$ cat src/rtl/bg_pkg.sv
// Shared sizes, types and frame-lock state for the background index fetch path.
package bg_pkg;

  localparam int SRC_W    = 320;
  localparam int SRC_H    = 240;
  localparam int SCREEN_W = 640;
  localparam int SCREEN_H = 480;
  localparam int ADDR_W   = 17;
  localparam int IDX_W    = 5;

  typedef logic [IDX_W-1:0]  pix_idx_t;
  typedef logic [ADDR_W-1:0] bg_addr_t;

  // Row base is only trustworthy once a frame origin has been seen.
  typedef enum logic {
    FRAME_WAIT,
    FRAME_LOCKED
  } frame_state_t;

endpackage

$ cat src/rtl/bg_index_fetch_if.sv
// Video-in, ROM and palette-index signals of the background fetch stage.
interface bg_index_fetch_if;
  import bg_pkg::*;

  logic [9:0] DrawX;
  logic [9:0] DrawY;
  logic       blank_in;
  logic       hs_in;
  logic       vs_in;
  bg_addr_t   rom_addr;
  pix_idx_t   rom_q;
  pix_idx_t   index_out;
  logic       index_valid;
  logic       hs_out;
  logic       vs_out;
  logic       blank_out;

  modport slave (
    input  DrawX, DrawY, blank_in, hs_in, vs_in, rom_q,
    output rom_addr, index_out, index_valid, hs_out, vs_out, blank_out
  );

  modport master (
    output DrawX, DrawY, blank_in, hs_in, vs_in, rom_q,
    input  rom_addr, index_out, index_valid, hs_out, vs_out, blank_out
  );

endinterface

$ cat src/rtl/sync_delay_line.sv
// Fixed-depth shift register with a per-bit reset value, used for syncs and pixel flags.
module sync_delay_line #(
  parameter int               WIDTH   = 1,
  parameter int               DEPTH   = 1,
  parameter logic [WIDTH-1:0] RST_VAL = '0
) (
  input  logic             clk,
  input  logic             rst,
  input  logic [WIDTH-1:0] d,
  output logic [WIDTH-1:0] q
);

  logic [WIDTH-1:0] stage_q [DEPTH];

  always_ff @(posedge clk or posedge rst) begin
    if (rst) begin
      for (int i = 0; i < DEPTH; i++) stage_q[i] <= RST_VAL;
    end else begin
      stage_q[0] <= d;
      for (int i = 1; i < DEPTH; i++) stage_q[i] <= stage_q[i-1];
    end
  end

  assign q = stage_q[DEPTH-1];

endmodule

$ cat src/rtl/bg_index_fetch.sv
// Maps 640x480 VGA coordinates onto a 2x-scaled 320x240 index ROM and keeps
// hs/vs/blank aligned with the returned palette index.
module bg_index_fetch #(
  parameter int               SRC_W     = bg_pkg::SRC_W,
  parameter int               SRC_H     = bg_pkg::SRC_H,
  parameter int               ROM_LAT   = 1,
  parameter bg_pkg::pix_idx_t OOR_INDEX = 5'd8
) (
  input  logic            Clk,
  input  logic            Reset,
  bg_index_fetch_if.slave bus
);
  import bg_pkg::*;

  localparam int         L        = 1 + ROM_LAT;
  localparam logic [9:0] X_LIM    = 10'(2 * SRC_W);
  localparam logic [9:0] Y_LIM    = 10'(2 * SRC_H);
  localparam bg_addr_t   ROW_STEP = bg_addr_t'(SRC_W);

  frame_state_t state_q, state_d;
  bg_addr_t     row_base, base_eff, addr_q;
  logic         x_zero_q;
  logic         origin, advance, in_range, frame_ok, active;
  logic [4:0]   pipe_d, pipe_q;

  // Row base steps one source row on every second display line, triggered only
  // by DrawX arriving at 0 so a held column 0 cannot advance it twice.
  always_comb begin
    origin   = (bus.DrawX == '0) && (bus.DrawY == '0);
    advance  = (bus.DrawX == '0) && !x_zero_q && !bus.DrawY[0] &&
               (bus.DrawY != '0) && (bus.DrawY < Y_LIM);
    in_range = (bus.DrawX < X_LIM) && (bus.DrawY < Y_LIM);
    base_eff = row_base;
    if (origin)       base_eff = '0;
    else if (advance) base_eff = row_base + ROW_STEP;
  end

  always_ff @(posedge Clk or posedge Reset) begin
    if (Reset) state_q <= FRAME_WAIT;
    else       state_q <= state_d;
  end

  // The origin pixel itself already counts as locked.
  always_comb begin
    state_d  = state_q;
    frame_ok = (state_q == FRAME_LOCKED);
    if (origin) begin
      state_d  = FRAME_LOCKED;
      frame_ok = 1'b1;
    end
  end

  assign active = bus.blank_in && frame_ok;

  // Out-of-range pixels leave the ROM address untouched.
  always_ff @(posedge Clk or posedge Reset) begin
    if (Reset) begin
      row_base <= '0;
      addr_q   <= '0;
      x_zero_q <= 1'b0;
    end else begin
      row_base <= base_eff;
      x_zero_q <= (bus.DrawX == '0);
      if (in_range) addr_q <= base_eff + {8'b0, bus.DrawX[9:1]};
    end
  end

  assign pipe_d = {bus.hs_in, bus.vs_in, bus.blank_in, in_range, active};

  sync_delay_line #(
    .WIDTH   (5),
    .DEPTH   (L),
    .RST_VAL (5'b11000)
  ) u_delay (
    .clk (Clk),
    .rst (Reset),
    .d   (pipe_d),
    .q   (pipe_q)
  );

  assign bus.rom_addr    = addr_q;
  assign bus.hs_out      = pipe_q[4];
  assign bus.vs_out      = pipe_q[3];
  assign bus.blank_out   = pipe_q[2];
  assign bus.index_valid = pipe_q[1] && pipe_q[0];
  assign bus.index_out   = bus.index_valid ? bus.rom_q : OOR_INDEX;

endmodule

$ cat src/flat_wrapper.sv
// flat-port wrapper written by rule: the top's interface ports become plain ports
module bg_index_fetch_flat import bg_pkg::*;
#(
  parameter int               SRC_W     = bg_pkg::SRC_W,
  parameter int               SRC_H     = bg_pkg::SRC_H,
  parameter int               ROM_LAT   = 1,
  parameter bg_pkg::pix_idx_t OOR_INDEX = 5'd8
)
  (Clk, Reset, bus_DrawX, bus_DrawY, bus_blank_in, bus_hs_in, bus_vs_in, bus_rom_q, bus_rom_addr, bus_index_out, bus_index_valid, bus_hs_out, bus_vs_out, bus_blank_out);
  bg_index_fetch_if bus_i ();
  input  logic Clk;
  input  logic Reset;
  input wire logic [$bits(bus_i.DrawX)-1:0] bus_DrawX;
  input wire logic [$bits(bus_i.DrawY)-1:0] bus_DrawY;
  input wire logic [$bits(bus_i.blank_in)-1:0] bus_blank_in;
  input wire logic [$bits(bus_i.hs_in)-1:0] bus_hs_in;
  input wire logic [$bits(bus_i.vs_in)-1:0] bus_vs_in;
  input wire logic [$bits(bus_i.rom_q)-1:0] bus_rom_q;
  output wire logic [$bits(bus_i.rom_addr)-1:0] bus_rom_addr;
  output wire logic [$bits(bus_i.index_out)-1:0] bus_index_out;
  output wire logic [$bits(bus_i.index_valid)-1:0] bus_index_valid;
  output wire logic [$bits(bus_i.hs_out)-1:0] bus_hs_out;
  output wire logic [$bits(bus_i.vs_out)-1:0] bus_vs_out;
  output wire logic [$bits(bus_i.blank_out)-1:0] bus_blank_out;
  assign bus_i.DrawX = bus_DrawX;
  assign bus_i.DrawY = bus_DrawY;
  assign bus_i.blank_in = bus_blank_in;
  assign bus_i.hs_in = bus_hs_in;
  assign bus_i.vs_in = bus_vs_in;
  assign bus_i.rom_q = bus_rom_q;
  assign bus_rom_addr = bus_i.rom_addr;
  assign bus_index_out = bus_i.index_out;
  assign bus_index_valid = bus_i.index_valid;
  assign bus_hs_out = bus_i.hs_out;
  assign bus_vs_out = bus_i.vs_out;
  assign bus_blank_out = bus_i.blank_out;
  bg_index_fetch #(.SRC_W(SRC_W), .SRC_H(SRC_H), .ROM_LAT(ROM_LAT), .OOR_INDEX(OOR_INDEX)) u_core (.Clk(Clk), .Reset(Reset), .bus(bus_i));
endmodule
$ cat config.mk
export PLATFORM = sky130hd
export DESIGN_NAME = bg_index_fetch_flat
export DESIGN_NICKNAME = d
export VERILOG_FILES = /design/src/rtl/bg_pkg.sv /design/src/rtl/bg_index_fetch_if.sv /design/src/rtl/sync_delay_line.sv /design/src/rtl/bg_index_fetch.sv /design/src/flat_wrapper.sv
export SDC_FILE = /design/constraint.sdc
export NUM_CORES = 1
export LEC_CHECK = 0
export CORE_MARGIN = 5
export CORE_UTILIZATION = 30
export CTS_BUF_LIST = sky130_fd_sc_hd__clkbuf_8
export CTS_CLUSTER_DIAMETER = 200
export DETAILED_ROUTE_END_ITERATION = 8
export GPL_TIMING_DRIVEN = 0
export PLACE_DENSITY_LB_ADDON = 0.3
export SETUP_SLACK_MARGIN = 0.3
export SYNTH_ARGS = -nofsm -noshare
export SYNTH_HDL_FRONTEND = slang
export SYNTH_SLANG_ARGS = --single-unit
$ cat constraint.sdc
create_clock -name Clk -period 3.5 [get_ports Clk]
set_input_delay 0.35 -clock Clk [delete_from_list [all_inputs] [get_ports Clk]]
set_output_delay 0.35 -clock Clk [all_outputs]
set_load 0.02 [all_outputs]
; ---- Word level (Yosys, flattened, before mapping)
; Cells that the tools add are included.
[totals]
regBits = 46
word_cells = 27
input_bits = 30
[op_classes]
n_reduce_logical = 13
n_lt_le_gt_ge = 2
addsub = 2
mux = 4
[ops]
columns = operator, count
row1 = $mux W17, 2
row2 = $logic_not A10 Y1, 2
row3 = $add A17 B9 Y17, 1
row4 = $add A17 B9 Y17 const B, 1
row5 = $lt A10 B10 Y1 const B, 1
row6 = $lt A10 B9 Y1 const B, 1
row7 = $reduce_bool A10 Y1, 1
row8 = $logic_and A1 B1 Y1, 8
row9 = $mux W5, 1
row10 = $logic_not A1 Y1, 2
row11 = $mux W1, 1

; ---- Longest topological paths before layout
[depth]
word_depth = 8
mapped_depth = 15

; ---- Hierarchy
; From an unflattened synthesis, not the netlist that was laid out.
[unflattened]
cells_unflattened = 245
area_unflattened_um2 = 2572.5
[by_module_without_submodules]
columns = module, area_each_um2, seq_area_each_um2, cells_per_inst, instances
row1 = bg_index_fetch, 2275.9, 900.9, 229, 1
row2 = sync_delay_line, 296.5, 255.2, 16, 1

; ---- Worst setup path before layout
; OpenSTA, ideal clock, no wires.
[synth_path]
path_type = in2reg
start = input port bus_DrawY[6]
end = register u_core.addr_q[16], in the netlist u_core.bus.rom_addr[16]
setup_ns = 0.132
slack_ns = 0.176
path_buffers = 1
path_stages = 14
t_arrival_ns = 3.192
required_ns = 3.368
path_cell_list = nor4_1 -> and3_1 -> clkbuf_1 -> nand2_1 -> and2_1 -> ha_1 -> fa_1 -> a21o_1 -> nand3_1 -> a31oi_1 -> o41ai_1 -> a211o_1 -> or4_1 -> a31oi_1
[synth_between]
elab_chain_len = 6
elab_cells_between_ends = 10
cone_classes = 1 x add/sub / 1 x order compare / 2 x mux / 6 x reduce/logical
[synth_rtl]
columns = item, line
row1 = start: declaration, flat_wrapper.sv:14  ; input wire logic [$bits(bus_i.DrawY)-1:0] bus_DrawY;
row2 = "parallel branches: the longest is 4 deep, another holds $lt A10 B9 Y1", --
row3 = $mux W17 *, bg_index_fetch.sv:34  ; if (origin) base_eff = '0;
row4 = via u_core.base_eff[0], bg_index_fetch.sv:21  ; bg_addr_t row_base, base_eff, addr_q;
row5 = $add A17 B9 Y17 *, bg_index_fetch.sv:64  ; if (in_range) addr_q <= base_eff + {8'b0, bus.DrawX[9:1]};
row6 = end signal: assignment, bg_index_fetch.sv:64
row7 = end: declaration, bg_index_fetch.sv:21
; Mark *: on every way through the listed nets, which the timed path passes.
; A chain may end at the register's enable or synchronous reset.

; ---- Worst setup path in the final report
[layout_path]
start = register u_core.x_zero_q
end = register u_core.addr_q[12], in the netlist u_core.bus.rom_addr[12]
[layout_between]
elab_chain_len = 8
[layout_rtl]
columns = item, line
row1 = start: declaration, bg_index_fetch.sv:22  ; logic x_zero_q;
row2 = start signal: assignment, bg_index_fetch.sv:63  ; x_zero_q <= (bus.DrawX == '0);
row3 = $logic_not A1 Y1, bg_index_fetch.sv:30  ; advance = (bus.DrawX == '0) && !x_zero_q && !bus.DrawY[0] &&
row4 = $logic_and A1 B1 Y1 (3 in a row), bg_index_fetch.sv:30
row5 = $logic_and A1 B1 Y1, bg_index_fetch.sv:31  ; (bus.DrawY != '0) && (bus.DrawY < Y_LIM);
row6 = $mux W17, bg_index_fetch.sv:35  ; else if (advance) base_eff = row_base + ROW_STEP;
row7 = $mux W17, bg_index_fetch.sv:34
row8 = via u_core.base_eff[8], bg_index_fetch.sv:21
row9 = $add A17 B9 Y17, bg_index_fetch.sv:64
; The timed path passes the listed nets, and every way through them passes these cells.

==> impl_metrics.tcl <==
set metrics [dict create \
    status "complete, no violations" \
    ioPinCount 56 \
    cpMostUsedCell "buf_4" \
    synthDistinctLibCells 40 \
    grt_pass1_wl_mm 10.3 \
    setup.worst_path.class "reg -> reg" \
    cts_tree "yes" \
    critPathLaunchType "flip-flop" \
    hold_violations 0 \
    max_slew_margin 0.600 \
    ys_seq_elements 46 \
    vias 2226 \
    dpl_worst_slack_ns -0.763 \
    clk_latency_ns 0.30 \
    grt.total_usage 0.129 \
    io_buffers 55 \
    die_y_microns 99.0 \
    htreeDepth 2 \
    cpMaxStageDelayCell "or3_1" \
    rows 32 \
    p_leak_nw 1.64 \
    hp-class "reg -> reg" \
    ys_seq_area_frac 0.486 \
    vdd_drop_max_v 0.000132 \
    cp.required_ns 3.68 \
    grt_pass1_vias 2228 \
    multiInputGateArea_sq_mm 0.00134 \
    p_total_mw 1.09 \
    clk_pin_slew_worst_paths_ns 0.09 \
    critPathTopFamily "simple AND/OR/NAND/NOR gates" \
    nets 385 \
    crit_buf_inv 6 \
    synth_edf_count 0 \
    core_area_sq_mm 0.00773 \
    synth_top_area_share 0.442 \
    cap_violations 0 \
    max_stage_delay_ns 0.37 \
    syn_inst 242 \
    finalClockSkew_ns 0.00520 \
    syn2layout_area_growth_pct 52.8 \
    r2r-start "u_core.x_zero_q$_DFF_PP0_" \
    powerDensity_mw_per_mm2 299 \
    synth_area_leaders "dfrtp_1, ha_1, dfstp_2" \
    setup_viol 0 \
    path_cells "or3_1, buf_6, or3_4, buf_6, nor2_4, xnor2_2, nor2_2, ha_2, nor2_1, nor2_2, buf_4, buf_4, buf_4, buf_4, o41a_1, nand3_1, xor2_1, o21ai_0" \
    synth_nets 283 \
    period_share 0.943 \
    async_flop_share 1.00 \
    period_needed_ns 3.30 \
    min-delay-start "u_core.u_delay.stage_q[7]$_DFF_PP0_" \
    antenna_found_initial 0 \
    r2r_end "u_core.bus.rom_addr[12]$_DFFE_PP0P_" \
    drt_iter0_drc 108 \
    via_per_inst 4.98 \
    place.gp.congestion 0.865 \
    tightest_slew_ns 0.584 \
    drc_errors 0 \
    wl_per_cell_microns 14.5 \
    crit_path_max_fanout 4 \
    firstDrtPassIters 4 \
    reg2regPathDepth 18 \
    synth_top_area_cell "dfrtp_1" \
    fmax_mhz 303 \
    hpwl_mm 4.38 \
    overflow 0 \
    worstPathArrival_ns 3.48 \
    stdcell_area_sq_mm 0.00363 \
    antenna_left 0 \
    synth_ff_type "dfrtp_1" \
    slew_violations 0 \
    ys_top_cells_by_count "dfrtp_1, nand2_1, nor2_1" \
    n_fill_cell 727 \
    numCtsBuffers 5 \
    die_x_microns 99.0 \
    wl_mm 6.49 \
    numClockSinks 46 \
    antenna_cells 0 \
    post_route_cells_drive_above_1_share 0.278 \
    synth.most_common_cell "dfrtp_1" \
    endpoint_kind "flip-flop" \
    r2r_setup_slack_ns 0.20 \
    hold_depth 0 \
    clk_root_buffer_cell "clkbuf_8" \
    rsz0062_at_grt "true" \
    hold_path_end "u_core.u_delay.q[2]$_DFF_PP0_" \
    avgSynthCellArea_sq_um 9.82 \
    cts_buffer_depth 2 \
    netlist_area_sq_mm 0.00238 \
    placed_area_sq_mm 0.00309 \
    seq_area_sq_mm 0.00116 \
    yosysWarnings 0 \
    fp.dieArea_sq_mm 0.00980 \
    setup_slack_ns 0.200 \
    initial_core_util 0.308 \
    grt_max_degree 26 \
]
-- layout make-up --
class	instances	area share
well taps	102	0.0351
inverters	8	0.00965
plain buffers	7	0.0141
flip-flops and latches	46	0.318
clock buffers	6	0.0227
repair buffers	95	0.229
multi-input cells	181	0.368
clock inverters	2	0.00241
-- layer usage --
layer,part of all wire,routed length [microns],track usage,vias up
li1,-,-,-,1076
met1,0.42,2750,0.161,1077
met2,0.51,3310,0.221,61
met3,0.049,320,0.0276,12
met4,0.017,113,0.0431,0
met5,0,0,0,-
-- through the flow --
step / setup TNS [ns] / instances / utilization / hold slack, ns
4_1_cts: 0 / 429 / 0.444 / 0.356
3_5_place_dp: -5.91 / 400 / 0.400 / 0.336
3_3_place_gp: -5.36 / 399 / 0.397 / 0.333
2_1_floorplan: 0 / 242 / - / 0.331
6_report: 0 / 447 / 0.470 / 0.351
5_1_grt: 0 / 447 / 0.470 / 0.360
-- cells by family (layout without fill, tap and decap cells) --
group	count (synthesis)	after routing	share of synthesized area
flip-flops	46	46	0.486
adder cells (fa/ha/maj)	11	11	0.0611
multiplexers	5	5	0.0216
XOR/XNOR	16	16	0.0589
AO/OA/AOI/OAI	52	52	0.136
AND/OR/NAND/NOR	97	97	0.208
buffers and inverters	15	118	0.0274
-- cell usage in the layout (no fill, tap or decap), drive strengths merged, types with 9 or more instances in the layout --
cell type and instances:
nor4 9, clkbuf 15, xor2 10, nor2 21
and2 9, nand2 22, buf 47, clkdlybuf4s50 36
ha 10, o21ai 20, nand3 10, inv 9
dfrtp 42
-- timing repair --
action                                  in CTS  in global routing
endpoints found under the setup margin      12                 11
setup buffers                               21                 18
hold buffers                                 0                  0
pin swaps                                   19                 27
gates resized for setup                     61                 25
-- state kept, by name, indices dropped and copies added, names as in the netlist --
register / flops
u_core.x_zero_q: 1
u_core.row_base: 17
u_core.u_delay.stage_q: 5
u_core.state_q: 1
u_core.u_delay.q: 5
u_core.bus.rom_addr: 17
-- worst max path at each step --
stage,start,end,slack [ns],cells after the start
floorplan,bus_DrawY[8],u_core.bus.rom_addr[16]$_DFFE_PP0P_,0.26,14
global placement,bus_DrawY[0],u_core.bus.rom_addr[10]$_DFFE_PP0P_,-0.71,15
detailed placement,bus_DrawY[0],u_core.bus.rom_addr[10]$_DFFE_PP0P_,-0.76,15
CTS,bus_DrawY[5],u_core.bus.rom_addr[16]$_DFFE_PP0P_,0.21,17
global route,u_core.x_zero_q$_DFF_PP0_,u_core.bus.rom_addr[12]$_DFFE_PP0P_,0.03,18
finish,u_core.x_zero_q$_DFF_PP0_,u_core.bus.rom_addr[12]$_DFFE_PP0P_,0.20,18
-- power breakdown --
part           total, mW  switching [mW]  internal, mW  leakage, nW
combinational      0.184          0.0931        0.0909        0.983
clock              0.333           0.177         0.157       0.0524
sequential         0.570          0.0126         0.558        0.601
total               1.09           0.282         0.805         1.64
No activity file was read; power rests on OpenSTA's default activity.
==> edit: new RTL, same settings <==
`ROM_LAT` is set to 1 in 2 places; all go to 2.
--- a/src/rtl/bg_index_fetch.sv
+++ b/src/rtl/bg_index_fetch.sv
@@ -3,7 +3,7 @@
 module bg_index_fetch #(
   parameter int               SRC_W     = bg_pkg::SRC_W,
   parameter int               SRC_H     = bg_pkg::SRC_H,
-  parameter int               ROM_LAT   = 1,
+  parameter int               ROM_LAT   = 2,
   parameter bg_pkg::pix_idx_t OOR_INDEX = 5'd8
 ) (
   input  logic            Clk,
--- a/src/flat_wrapper.sv
+++ b/src/flat_wrapper.sv
@@ -3,7 +3,7 @@
 #(
   parameter int               SRC_W     = bg_pkg::SRC_W,
   parameter int               SRC_H     = bg_pkg::SRC_H,
-  parameter int               ROM_LAT   = 1,
+  parameter int               ROM_LAT   = 2,
   parameter bg_pkg::pix_idx_t OOR_INDEX = 5'd8
 )
   (Clk, Reset, bus_DrawX, bus_DrawY, bus_blank_in, bus_hs_in, bus_vs_in, bus_rom_q, bus_rom_addr, bus_index_out, bus_index_valid, bus_hs_out, bus_vs_out, bus_blank_out);
Behaviour: not the same (Yosys sat finds a counterexample within 4 cycles, from zero or initial values and one cycle with Reset high).
==> edit against the original RTL <==
- clock power grew 9.0%
- total power grew 8.4%
- worst setup slack gained 200 ps
- sequential cell count grew 5
- first-iteration DRC count shrank 31%
- wire length shrank 1.6%
- synthesized area grew 4.4%
- design area grew 1.1%
==> edit: results (changes against the original RTL) <==
\begin{tabular}{lr}
\hline
Metric & Value \\
\hline
\multicolumn{2}{l}{\textbf{Detailed routing}} \\
Detailed-route wire length & 6390 um (was 6490 um) \\
Iteration-0 DRC Markers & 74 (was 108) \\
Wire length the detailed router placed on met1 & 2990 um (was 2750 um) \\
Wire length on met3 & 273 um (was 320 um) \\
Routed vias & 2095 (was 2226) \\
\multicolumn{2}{l}{\textbf{Power and ir drop}} \\
Reported clock group power & 0.363 mW (was 0.333 mW) \\
Sequential logic power & 0.633 mW (was 0.570 mW) \\
Maximum ir drop on the vdd rail & 0.000183 V (was 0.000132 V) \\
Pwr per Cell Area & 321 nW/um\^{}2 (was 299 nW/um\^{}2) \\
Int Power & 0.857 mW (was 0.805 mW) \\
\multicolumn{2}{l}{\textbf{Yosys}} \\
Synth top area cells & dfrtp\_1 45\%, dfstp\_2 6.4\%, ha\_1 5.0\%, o21ai\_0 4.2\%, xnor2\_1 3.9\% (was dfrtp\_1 44\%, ha\_1 5.3\%, dfstp\_2 4.4\%, o21ai\_0 4.2\%, xor2\_1 3.7\%) \\
Synth unique cells & 42 (was 40) \\
Portion of synthesized cell area occupied by the leading cell type & 0.454 (was 0.442) \\
Count of mapped cells out of synthesis & 240 (was 242) \\
Seq/Total Area, Yosys & 0.517 (was 0.486) \\
\multicolumn{2}{l}{\textbf{Placed design}} \\
Instance count after placement with tap cells included & 401 (was 400) \\
Weighted congestion reported at the end of routability-driven placement & 0.845 (was 0.865) \\
Worst setup slack after placement & -756 ps (was -763 ps) \\
HPWL reported at the end of detailed placement & 4350 um (was 4380 um) \\
\multicolumn{2}{l}{\textbf{CTS}} \\
Number of gates given a new drive strength after cts & 57 (was 61) \\
Number of post-CTS setup repair buffers & 24 (was 21) \\
\multicolumn{2}{l}{\textbf{Timing}} \\
Worst clock skew & 4.35 ps (was 5.20 ps) \\
Slew at the pin with the worst max-slew slack & 494 ps (was 584 ps) \\
\multicolumn{2}{l}{\textbf{Outcome}} \\
Outcome & finished, final reports clean (unchanged) \\
\multicolumn{2}{l}{\textbf{Layout}} \\
Total number of nets in the final design & 377 (was 385) \\
Layout cell share with drive strength beyond 1 & 0.273 (was 0.278) \\
Final Non-Filler Cells & 442 (was 447) \\
\multicolumn{2}{l}{\textbf{Critical path}} \\
Depth of the worst register-to-register path & 12 (was 18) \\
Data arrival, critical path & 3330 ps (was 3480 ps) \\
\multicolumn{2}{l}{\textbf{GRT}} \\
Wire length of the first global-routing pass & 10300 um (about the same) \\
\hline
\end{tabular}
edit: cell count changes in the layout (fill, tap and decap cells not counted), sizes merged, moves of 4 or more:
| cell | before | now |
|---|---|---|
| inv | 9 | 5 |
| nor2b | 0 | 6 |
| and2 | 9 | 3 |
| xnor2 | 6 | 11 |
| nand3 | 10 | 2 |
edit: cells by family after synthesis:
family	after synthesis	synth area share
multiplexers	3	0.0121
AND/OR/NAND/NOR	96	0.202
AO/OA/AOI/OAI	48	0.122
adder cells (fa/ha/maj)	11	0.0585
XOR/XNOR	19	0.0671
buffers and inverters	12	0.0212
flip-flops	51	0.517
edit: worst paths after layout:
kind | from | endpoint | slack (ps)
max reg2reg | u_core.x_zero_q$_DFF_PP0_ | u_core.bus.rom_addr[15]$_DFFE_PP0P_ | 520
min in group asynchronous | Reset | u_core.u_delay.q[1]$_DFF_PP0_ | 370
max in group asynchronous | Reset | u_core.row_base[4]$_DFF_PP0_ | 2610
min | u_core.u_delay.stage_q[6]$_DFF_PP0_ | u_core.u_delay.q[1]$_DFF_PP0_ | 360
max | bus_DrawX[5] | u_core.bus.rom_addr[15]$_DFFE_PP0P_ | 400
min reg2reg | u_core.u_delay.stage_q[6]$_DFF_PP0_ | u_core.u_delay.q[1]$_DFF_PP0_ | 360
edit: area by class of cell:
class / count / area share
Buffer: 7 / 0.0153
Clock buffer: 5 / 0.0187
Clock inverter: 3 / 0.00784
Inverter: 5 / 0.00511
Multi-Input combinational cell: 177 / 0.357
Sequential cell: 51 / 0.350
Tap cell: 105 / 0.0358
Timing Repair Buffer: 89 / 0.210
edit: layer usage:
layer | GRT usage | vias up
li1 | - | 1040
met1 | 0.170 | 1010
met2 | 0.208 | 43
met3 | 0.0263 | 2
met4 | 0.0276 | 0
met5 | 0 | -
